===== src/rtl/ldpc_pkg.sv =====
// Shared types and default code dimensions for the LDPC iteration controller
// and the datapath blocks that consume its addresses.
package ldpc_pkg;

  typedef enum logic [2:0] {
    StIdle,
    StLoad,
    StVnIssue,
    StVnDrain,
    StCnIssue,
    StCnDrain,
    StCheck,
    StOut
  } ldpc_state_e;

  localparam int unsigned DEF_N_COLS   = 8;
  localparam int unsigned DEF_N_ROWS   = 4;
  localparam int unsigned DEF_ADDR_W   = 8;
  localparam int unsigned DEF_PIPE_LAT = 2;
  localparam int unsigned DEF_MAX_ITER = 20;
  localparam int unsigned DEF_ITER_W   = 8;
  localparam int unsigned MSG_WIDTH    = 16;
  // Wide enough for any drain depth up to 15.
  localparam int unsigned DRAIN_W      = 4;

endpackage


===== src/rtl/ldpc_phase_cnt.sv =====
// Loadable up-counter with a terminal-count flag; used for both the column/row
// address and the pipeline-drain countdown.
module ldpc_phase_cnt #(
  parameter int unsigned W = 8
) (
  input  logic         clk,
  input  logic         rst,
  input  logic         load,
  input  logic [W-1:0] load_val,
  input  logic         inc,
  input  logic [W-1:0] term,
  output logic [W-1:0] cnt,
  output logic         tc
);

  logic [W-1:0] cnt_q;

  always_ff @(posedge clk or posedge rst) begin
    if (rst) begin
      cnt_q <= '0;
    end else if (load) begin
      cnt_q <= load_val;
    end else if (inc) begin
      cnt_q <= cnt_q + W'(1);
    end
  end

  assign cnt = cnt_q;
  assign tc  = (cnt_q == term);

endmodule


===== src/rtl/ldpc_iter_ctrl.sv =====
// Sequencer for the time-multiplexed LDPC decoder: LLR load, alternating VN/CN
// phases with pipeline drains, early termination, and hard-decision readout.
module ldpc_iter_ctrl
  import ldpc_pkg::*;
#(
  parameter int unsigned N_COLS   = DEF_N_COLS,
  parameter int unsigned N_ROWS   = DEF_N_ROWS,
  parameter int unsigned ADDR_W   = DEF_ADDR_W,
  parameter int unsigned PIPE_LAT = DEF_PIPE_LAT,
  parameter int unsigned MAX_ITER = DEF_MAX_ITER,
  parameter int unsigned ITER_W   = DEF_ITER_W
) (
  input  logic              clk,
  input  logic              rst,
  input  logic              start,
  input  logic              abort,
  input  logic              llr_valid,
  output logic              llr_ready,
  output logic              llr_we,
  output logic              vn_en,
  output logic              cn_en,
  output logic              msg_clr,
  output logic [ADDR_W-1:0] addr,
  input  logic              par_valid,
  input  logic              par_fail,
  output logic              out_valid,
  input  logic              out_ready,
  output logic              busy,
  output logic              converged,
  output logic [ITER_W-1:0] iter_count
);

  localparam logic [ADDR_W-1:0]  COL_LAST   = ADDR_W'(N_COLS - 1);
  localparam logic [ADDR_W-1:0]  ROW_LAST   = ADDR_W'(N_ROWS - 1);
  localparam logic [DRAIN_W-1:0] DRAIN_LAST = DRAIN_W'((PIPE_LAT == 0) ? 0 : PIPE_LAT - 1);
  localparam logic [ITER_W-1:0]  ITER_LIMIT = ITER_W'(MAX_ITER);
  localparam bit                 HAS_DRAIN  = (PIPE_LAT != 0);

  ldpc_state_e       state_q, state_d;
  logic [ITER_W-1:0] iter_q, iter_d;
  logic              conv_q, conv_d;
  logic              sticky_q, sticky_d;

  logic               addr_load, addr_inc, addr_tc;
  logic [ADDR_W-1:0]  addr_term;
  logic               drain_load, drain_inc, drain_tc;
  logic [DRAIN_W-1:0] drain_cnt;

  assign llr_we    = llr_valid & llr_ready;
  assign addr_term = (state_q == StCnIssue) ? ROW_LAST : COL_LAST;

  ldpc_phase_cnt #(
    .W(ADDR_W)
  ) u_addr_cnt (
    .clk     (clk),
    .rst     (rst),
    .load    (addr_load),
    .load_val('0),
    .inc     (addr_inc),
    .term    (addr_term),
    .cnt     (addr),
    .tc      (addr_tc)
  );

  ldpc_phase_cnt #(
    .W(DRAIN_W)
  ) u_drain_cnt (
    .clk     (clk),
    .rst     (rst),
    .load    (drain_load),
    .load_val('0),
    .inc     (drain_inc),
    .term    (DRAIN_LAST),
    .cnt     (drain_cnt),
    .tc      (drain_tc)
  );

  always_comb begin
    state_d    = state_q;
    iter_d     = iter_q;
    conv_d     = conv_q;
    sticky_d   = sticky_q;
    addr_load  = 1'b0;
    addr_inc   = 1'b0;
    drain_load = 1'b0;
    drain_inc  = 1'b0;

    unique case (state_q)
      StIdle: begin
        if (start) begin
          state_d   = StLoad;
          iter_d    = '0;
          conv_d    = 1'b0;
          addr_load = 1'b1;
        end
      end
      StLoad: begin
        if (llr_we) begin
          if (addr_tc) begin
            state_d   = StVnIssue;
            addr_load = 1'b1;
          end else begin
            addr_inc = 1'b1;
          end
        end
      end
      StVnIssue: begin
        if (addr_tc) begin
          addr_load = 1'b1;
          if (HAS_DRAIN) begin
            state_d    = StVnDrain;
            drain_load = 1'b1;
          end else begin
            state_d  = StCnIssue;
            sticky_d = 1'b0;
          end
        end else begin
          addr_inc = 1'b1;
        end
      end
      StVnDrain: begin
        if (drain_tc) begin
          state_d  = StCnIssue;
          sticky_d = 1'b0;
        end else begin
          drain_inc = 1'b1;
        end
      end
      StCnIssue: begin
        sticky_d = sticky_q | (par_valid & par_fail);
        if (addr_tc) begin
          addr_load = 1'b1;
          if (HAS_DRAIN) begin
            state_d    = StCnDrain;
            drain_load = 1'b1;
          end else begin
            state_d = StCheck;
          end
        end else begin
          addr_inc = 1'b1;
        end
      end
      StCnDrain: begin
        // Late parity results still in flight are folded in here.
        sticky_d = sticky_q | (par_valid & par_fail);
        if (drain_tc) begin
          state_d = StCheck;
        end else begin
          drain_inc = 1'b1;
        end
      end
      StCheck: begin
        iter_d    = iter_q + ITER_W'(1);
        addr_load = 1'b1;
        if (!sticky_q) begin
          state_d = StOut;
          conv_d  = 1'b1;
        end else if (iter_d == ITER_LIMIT) begin
          state_d = StOut;
          conv_d  = 1'b0;
        end else begin
          state_d = StVnIssue;
        end
      end
      StOut: begin
        if (out_ready) begin
          if (addr_tc) begin
            state_d   = StIdle;
            addr_load = 1'b1;
          end else begin
            addr_inc = 1'b1;
          end
        end
      end
      default: begin
        state_d   = StIdle;
        addr_load = 1'b1;
      end
    endcase

    if (abort) begin
      state_d    = StIdle;
      iter_d     = iter_q;
      conv_d     = conv_q;
      addr_load  = 1'b1;
      addr_inc   = 1'b0;
      drain_load = 1'b0;
      drain_inc  = 1'b0;
    end
  end

  // Strobes are registered from the next state so they line up with addr.
  always_ff @(posedge clk or posedge rst) begin
    if (rst) begin
      state_q   <= StIdle;
      iter_q    <= '0;
      conv_q    <= 1'b0;
      sticky_q  <= 1'b0;
      llr_ready <= 1'b0;
      vn_en     <= 1'b0;
      cn_en     <= 1'b0;
      msg_clr   <= 1'b0;
      out_valid <= 1'b0;
      busy      <= 1'b0;
    end else begin
      state_q   <= state_d;
      iter_q    <= iter_d;
      conv_q    <= conv_d;
      sticky_q  <= sticky_d;
      llr_ready <= (state_d == StLoad);
      vn_en     <= (state_d == StVnIssue);
      cn_en     <= (state_d == StCnIssue);
      msg_clr   <= (state_d == StVnIssue) && (iter_d == '0);
      out_valid <= (state_d == StOut);
      busy      <= (state_d != StIdle);
    end
  end

  assign iter_count = iter_q;
  assign converged  = conv_q;

endmodule


===== config.mk =====
export PLATFORM = sky130hd
export DESIGN_NAME = ldpc_iter_ctrl
export DESIGN_NICKNAME = d
export VERILOG_FILES = /design/src/rtl/ldpc_pkg.sv /design/src/rtl/ldpc_phase_cnt.sv /design/src/rtl/ldpc_iter_ctrl.sv
export SDC_FILE = /design/constraint.sdc
export NUM_CORES = 1
export LEC_CHECK = 0
export ABC_AREA = 1
export BUFFER_PORTS_ARGS = -buffer_cell sky130_fd_sc_hd__buf_2
export CORE_MARGIN = 2
export CORE_UTILIZATION = 57
export DETAILED_ROUTE_END_ITERATION = 6
export PLACE_DENSITY = 0.8
export SYNTH_ARGS = -nofsm -noshare
export SYNTH_HDL_FRONTEND = slang
export SYNTH_HIERARCHICAL = 1
export SYNTH_SLANG_ARGS = --single-unit
export TNS_END_PERCENT = 100

===== constraint.sdc =====
create_clock -name clk -period 3.4 [get_ports clk]
set_input_delay 0.34 -clock clk [delete_from_list [all_inputs] [get_ports clk]]
set_output_delay 0.34 -clock clk [all_outputs]
set_load 0.01 [all_outputs]

==> results.yml, run 1 <==
outcome:
  outcome: "complete, no violations"
detailed_routing:
  drc: 0
  wl_per_cell_um: 11.0
  vias: 2044
  final_antenna_net_count: 0
  routed_wl_um: 4570
  drt-vias-per-instance: 4.91
  drt-initial-drc-count: 86
  drt-pass1-iter-count: 4
cts:
  cts_tree: "yes"
  clkLatencyLatePin_ps: 280
  post_cts_buffers: 0
  cts_buffers: 5
  cts_hold_repair.buffers: 1
  cts.htree.levels: 2
  post_cts_resized: 0
  path_clk_slew_ps: 70
  cts_sinks: 31
  cts_buffer_depth: 2
  clockRootBuffer: "clkbuf_8"
synth:
  synth_top_area_frac: 0.369
  async_flop_share: 1.00
  yosys_register_bits: 31
  synth_seq_area_share: 0.369
  yosys.area.top_type: "dfrtp_1"
  ys_warn_count: 6
  synth_area_per_cell_um2: 6.94
  synth_flop_cell: "dfrtp_1"
  synth_edf_count: 0
  ys_types: 31
  yosys-top-cells-area: "dfrtp_1, nand2_1, inv_1"
  synthCells: 303
  synth_area_mm2: 0.00210
die:
  fp.dieH_um: 64.7
  rows: 22
  die_x_um: 64.7
  core_area_mm2: 0.00361
  fp.dieArea_mm2: 0.00419
  ios: 32
  start_util: 0.583
critical_path:
  cp-start-kind: "flop"
  rrSetupSlack_ps: 630
  worst_path_most_repeated_cell: "nor2_1"
  path_buf_inv: 3
  r2r-start: "state_q[0]"
  cp_num_cells: 13
  slowest_delay_ps: 610
  crit_arrival_ps: 2930
  end_kind: "flop"
  cpMaxStageDelayCell: "nor3_1"
  path_cells: "nor2_1, inv_1, nor2_1, inv_1, xor2_1, nor2_1, nand2_1, nor2_1, inv_1, nor3_1, nor2_2, a21boi_1, o21ai_2"
  reg2reg_depth: 13
  cp_data_required_time_ps: 3560
  worstPathMaxFanout: 6
  path_delay_family: "simple AND/OR/NAND/NOR gates"
  crit_type: "reg2reg"
  worstReg2RegEnd: "u_drain_cnt/cnt[2]"
finish:
  layout.nets: 378
  fin_area_mm2: 0.00253
  n_antenna_cell: 0
  drive_gt1_frac: 0.182
  area_delta_synth_final_pct: 20.4
grt:
  grt_pass1_vias: 1833
  antenna_found_initial: 0
  track_usage: 0.246
  grt_pass1_wl_um: 8020
  grt_max_degree: 20
  overflow: 0
min_path:
  hold_path.class: "in2reg"
  holdPathStages: 3
  hold_end: "sticky_q"
  worstHoldStart: "par_fail"
placed_design:
  gp_congestion: 0.984
  place_hpwl_um: 3460
  io_buffers: 31
  dpl_cell_area_mm2: 0.00240
power_and_ir_drop:
  powerDensity_mw_per_mm2: 383
  p_leak_uw: 0.00144
  vdd_drop_max_mv: 0.310
timing:
  finalMaxSlewViolations: 0
  rsz0062_at_grt: "no"
  tns_ps: 0
  fin_crit_sh: 0.814
  fmax_ghz: 0.362
  skew_ps: 7.36
  finalCriticalPeriod_ps: 2770
  worstMarginPinSlew_ps: 716
  slew_headroom: 0.519
  setup_viol: 0
  hold_viol_final: 0
job:
  maxCapViolCount: 0
[tightest hold or removal path, stage by stage]
cell	delay [ps]
buf_2	70
a21oi_1	50
o21ai_0	130
[registers in the layout, summed over array words and instances (netlist names), 3 cells and up]
| register | count |
|---|---|
| u_drain_cnt/cnt | 4 |
| state_q | 3 |
| u_addr_cnt/cnt | 8 |
| iter_count | 8 |
[per-stage QoR]
step	hold slack, ps	std cells	total power (uW)	utilization	setup WS, ps
3_5_place_dp	260	407	597	0.667	701
5_1_grt	359	416	1020	0.702	341
3_3_place_gp	261	407	591	0.667	868
6_report	345	416	969	0.702	634
4_1_cts	343	416	975	0.702	705
2_1_floorplan	106	329	547	-	1060
[per-layer routing]
| metal | track usage | part of all wire | vias to the layer above |
|---|---|---|---|
| li1 | - | - | 1054 |
| met1 | 0.315 | 0.45 | 918 |
| met2 | 0.405 | 0.48 | 61 |
| met3 | 0.0521 | 0.045 | 11 |
| met4 | 0.104 | 0.026 | 0 |
| met5 | 0 | 0 | - |
[layout by cell type, fill, tap and decap left out]
master and count:
inv_1 42, ha_1 3, o2111ai_1 1, conb_1 28, nand3b_1 1, o21ai_0 6, nand3_2 2, dfrtp_1 31
xnor2_1 5, nand2_4 1, buf_4 1, nor2_1 34, inv_2 5, o21bai_1 1, xor2_1 6, nand2_2 8
buf_2 31, a21oi_1 4, nand4_1 3, o21a_2 1, nor2_4 3, nor3_1 4, bufinv_16 1, a21boi_1 3
o211ai_1 2, dlygate4sd3_1 1, clkbuf_8 6, clkinv_2 1, nand2_1 93, a22oi_1 8, a21boi_2 1, o21ai_2 2
nand3_1 21, nor2_2 4, o21ai_1 4
[worst max-delay path by stage]
stage	slack (ps)	from	to
after floorplan	1060	state_q[0]	u_drain_cnt/cnt[2]
after detailed placement	700	state_q[0]	u_drain_cnt/cnt[2]
final	630	state_q[0]	u_drain_cnt/cnt[2]
after global placement	870	state_q[0]	u_drain_cnt/cnt[2]
after global routing	340	state_q[0]	u_drain_cnt/cnt[3]
after CTS	710	state_q[0]	u_drain_cnt/cnt[2]
[area by class of cell]
cell class	count	area, um2
fillers	314	1070
repair buffers	33	173
clock buffers	6	82.6
multi-input cells	249	1230
flip-flops and latches	31	776
clock inverters	2	35.0
inverters	47	176
well taps	48	60.1
[report_power, final]
part / internal, uW / switching (uW) / total [uW]
sequential: 392 / 35.5 / 428
clock: 237 / 141 / 378
combinational: 64.4 / 99.7 / 164
total: 693 / 276 / 969
[logic make-up after synthesis]
group                    after synthesis  synth area share
AND/OR/NAND/NOR                      174             0.365
buffers and inverters                 49            0.0929
AO/OA/AOI/OAI                         33             0.105
flip-flops                            31             0.369
XOR/XNOR                              11            0.0458
adder cells (fa/ha/maj)                3            0.0179
other                                  2           0.00357
[cell usage after synthesis (all sizes together), types with 3 or more instances]
library cell and n:
xnor2 5, ha 3, a21boi 4, inv 47, a21oi 4, nand2 102, dfrtp 31, a22oi 8
nor2 41, xor2 6, nand4 3, nand3 23, o21ai 12, nor3 4
No activity file was read; power rests on OpenSTA's default activity.
==> run 2, diff against run 1 <==
==> constraint.sdc (replaced) <==
create_clock -name clk -period 2.85 [get_ports clk]
set_input_delay 0.285 -clock clk [delete_from_list [all_inputs] [get_ports clk]]
set_output_delay 0.285 -clock clk [all_outputs]
set_load 0.01 [all_outputs]
==> results.yml, run 2 (synthesis results as in run 1) <==
cts:
  post_cts_resized: 0
  cts_tree: "yes"
  cts_buffer_depth: 2
  cts.htree.levels: 2
  clockRootBuffer: "clkbuf_8"
  clkLatencyLatePin_ps: 280
  path_clk_slew_ps: 70
  cts_sinks: 31
  cts_buffers: 5
timing:
  hold_viol_final: 0
  setup_viol: 0
  finalCriticalPeriod_ps: 2470
  slew_headroom: 0.513
  fmax_ghz: 0.405
  finalMaxSlewViolations: 0
  fin_crit_sh: 0.866
  rsz0062_at_grt: "no"
  worstMarginPinSlew_ps: 730
  tns_ps: 0
  skew_ps: 8.88
  setup_slack_ps: 381
detailed_routing:
  routed_wl_um: 4200
  drc: 0
  vias: 1960
  drt-initial-drc-count: 91
  drt-pass1-iter-count: 4
  wl_per_cell_um: 10.1
  final_antenna_net_count: 0
  drt-vias-per-instance: 4.70
finish:
  final_common_cell: "nand2_1"
  drive_gt1_frac: 0.179
  n_fill_cell: 340
  area_delta_synth_final_pct: 19.0
  n_antenna_cell: 0
  mostFrequentLayoutCells: "nand2_1, inv_1, nor2_1"
  layout.area.seq_um2: 776
  layout.nets: 379
  multi_input_area_mm2: 0.00123
  final_cells: 417
critical_path:
  r2r-start: "state_q[0]"
  cpMaxStageDelayCell: "dfrtp_1"
  cp-start-kind: "flop"
  cp_data_required_time_ps: 3000
  reg2reg_depth: 14
  rrSetupSlack_ps: 380
  worstPathMaxFanout: 10
  crit_type: "reg2reg"
  worst_path_most_repeated_cell: "nor2_1"
  worstReg2RegEnd: "u_addr_cnt/cnt[2]"
  crit_arrival_ps: 2620
  slowest_delay_ps: 440
  end_kind: "flop"
  path_cells: "nor2_1, inv_1, nor2_1, inv_1, xor2_1, nor2_1, nand2_1, nor2_1, inv_1, o2111ai_1, buf_4, nor2_4, a22oi_1, o21ai_1"
min_path:
  worstHoldStart: "par_fail"
  hold_path.class: "in2reg"
  holdPathStages: 3
  hold_end: "sticky_q"
die:
  ios: 32
  die_x_um: 64.7
  core_area_mm2: 0.00361
  start_util: 0.583
  fp.dieH_um: 64.7
  rows: 22
  fp.dieArea_mm2: 0.00419
placed_design:
  io_buffers: 31
  gp_congestion: 0.922
  pre_cts_slack_ps: 390
  place_inst: 408
  place_hpwl_um: 3310
outcome:
  outcome: "complete, no violations"
job:
  maxCapViolCount: 0
power_and_ir_drop:
  vdd_drop_max_mv: 0.344
  power.total_uw: 1030
  powerDensity_mw_per_mm2: 410
  p_leak_uw: 0.00142
grt:
  overflow: 0
  grt_max_degree: 20
  grt_pass1_wl_um: 7370
  grt_pass1_vias: 1689
  antenna_found_initial: 0
  track_usage: 0.226
==> run 2: cell count changes in the layout (fill, tap and decap cells not counted) <==
cell and change:
clkbuf_1 +2, buf_4 +1, bufinv_16 -1, clkbuf_8 -1
==> run 2: power by group <==
group          internal [uW]  total (uW)  switching, uW  leakage [uW]
clock network            171         322            152     0.0000422
registers                468         510           41.8      0.000410
logic                   76.6         193            117      0.000970
total                    716        1030            310       0.00142
==> run 2: worst max-delay path: cells and delay by family (launching register included) <==
family                 cells  cell delay (ps)
AO/OA/AOI/OAI              3              500
XOR/XNOR                   1              140
buffers and inverters      4              470
flip-flops                 1              440
AND/OR/NAND/NOR            6              790
==> run 2: final cells by class <==
class / count / area share
inverters: 47 / 0.0705
multi-input cells: 249 / 0.491
well taps: 48 / 0.0240
repair buffers: 34 / 0.0720
flip-flops and latches: 31 / 0.310
clock inverters: 1 / 0.00200
clock buffers: 7 / 0.0305
==> run 2: metal layers <==
| metal | GRT usage | routed length (um) |
|---|---|---|
| met3 | 0.0503 | 223 |
| met5 | 0 | 0 |
| met1 | 0.301 | 1950 |
| met4 | 0.0718 | 57 |
| met2 | 0.365 | 1960 |
==> run 2: how the worst max path moves through the flow <==
stage,slack [ps],startpoint,cells past startpoint,end
finish,380,state_q[0],14,u_addr_cnt/cnt[2]
global route,8,state_q[0],15,out_valid
CTS,380,state_q[0],15,out_valid
detailed placement,390,state_q[0],15,out_valid
global placement,420,state_q[0],15,out_valid
floorplan,510,state_q[0],13,u_drain_cnt/cnt[2]
==> run 2: timing repair <==
item / in CTS / in global routing
hold buffers: 1 / 0
endpoints found under the hold margin: 12 / 0
setup buffers: 0 / 0
==> run 2: through the flow <==
| stage | hold WS (ps) | util | area (um2) |
|---|---|---|---|
| 3_5_place_dp | 204 | 0.669 | 2410 |
| 3_3_place_gp | 198 | 0.669 | 2410 |
| 5_1_grt | 344 | 0.694 | 2500 |
| 6_report | 306 | 0.694 | 2500 |
| 2_1_floorplan | 51.1 | - | 2200 |
| 4_1_cts | 301 | 0.694 | 2500 |
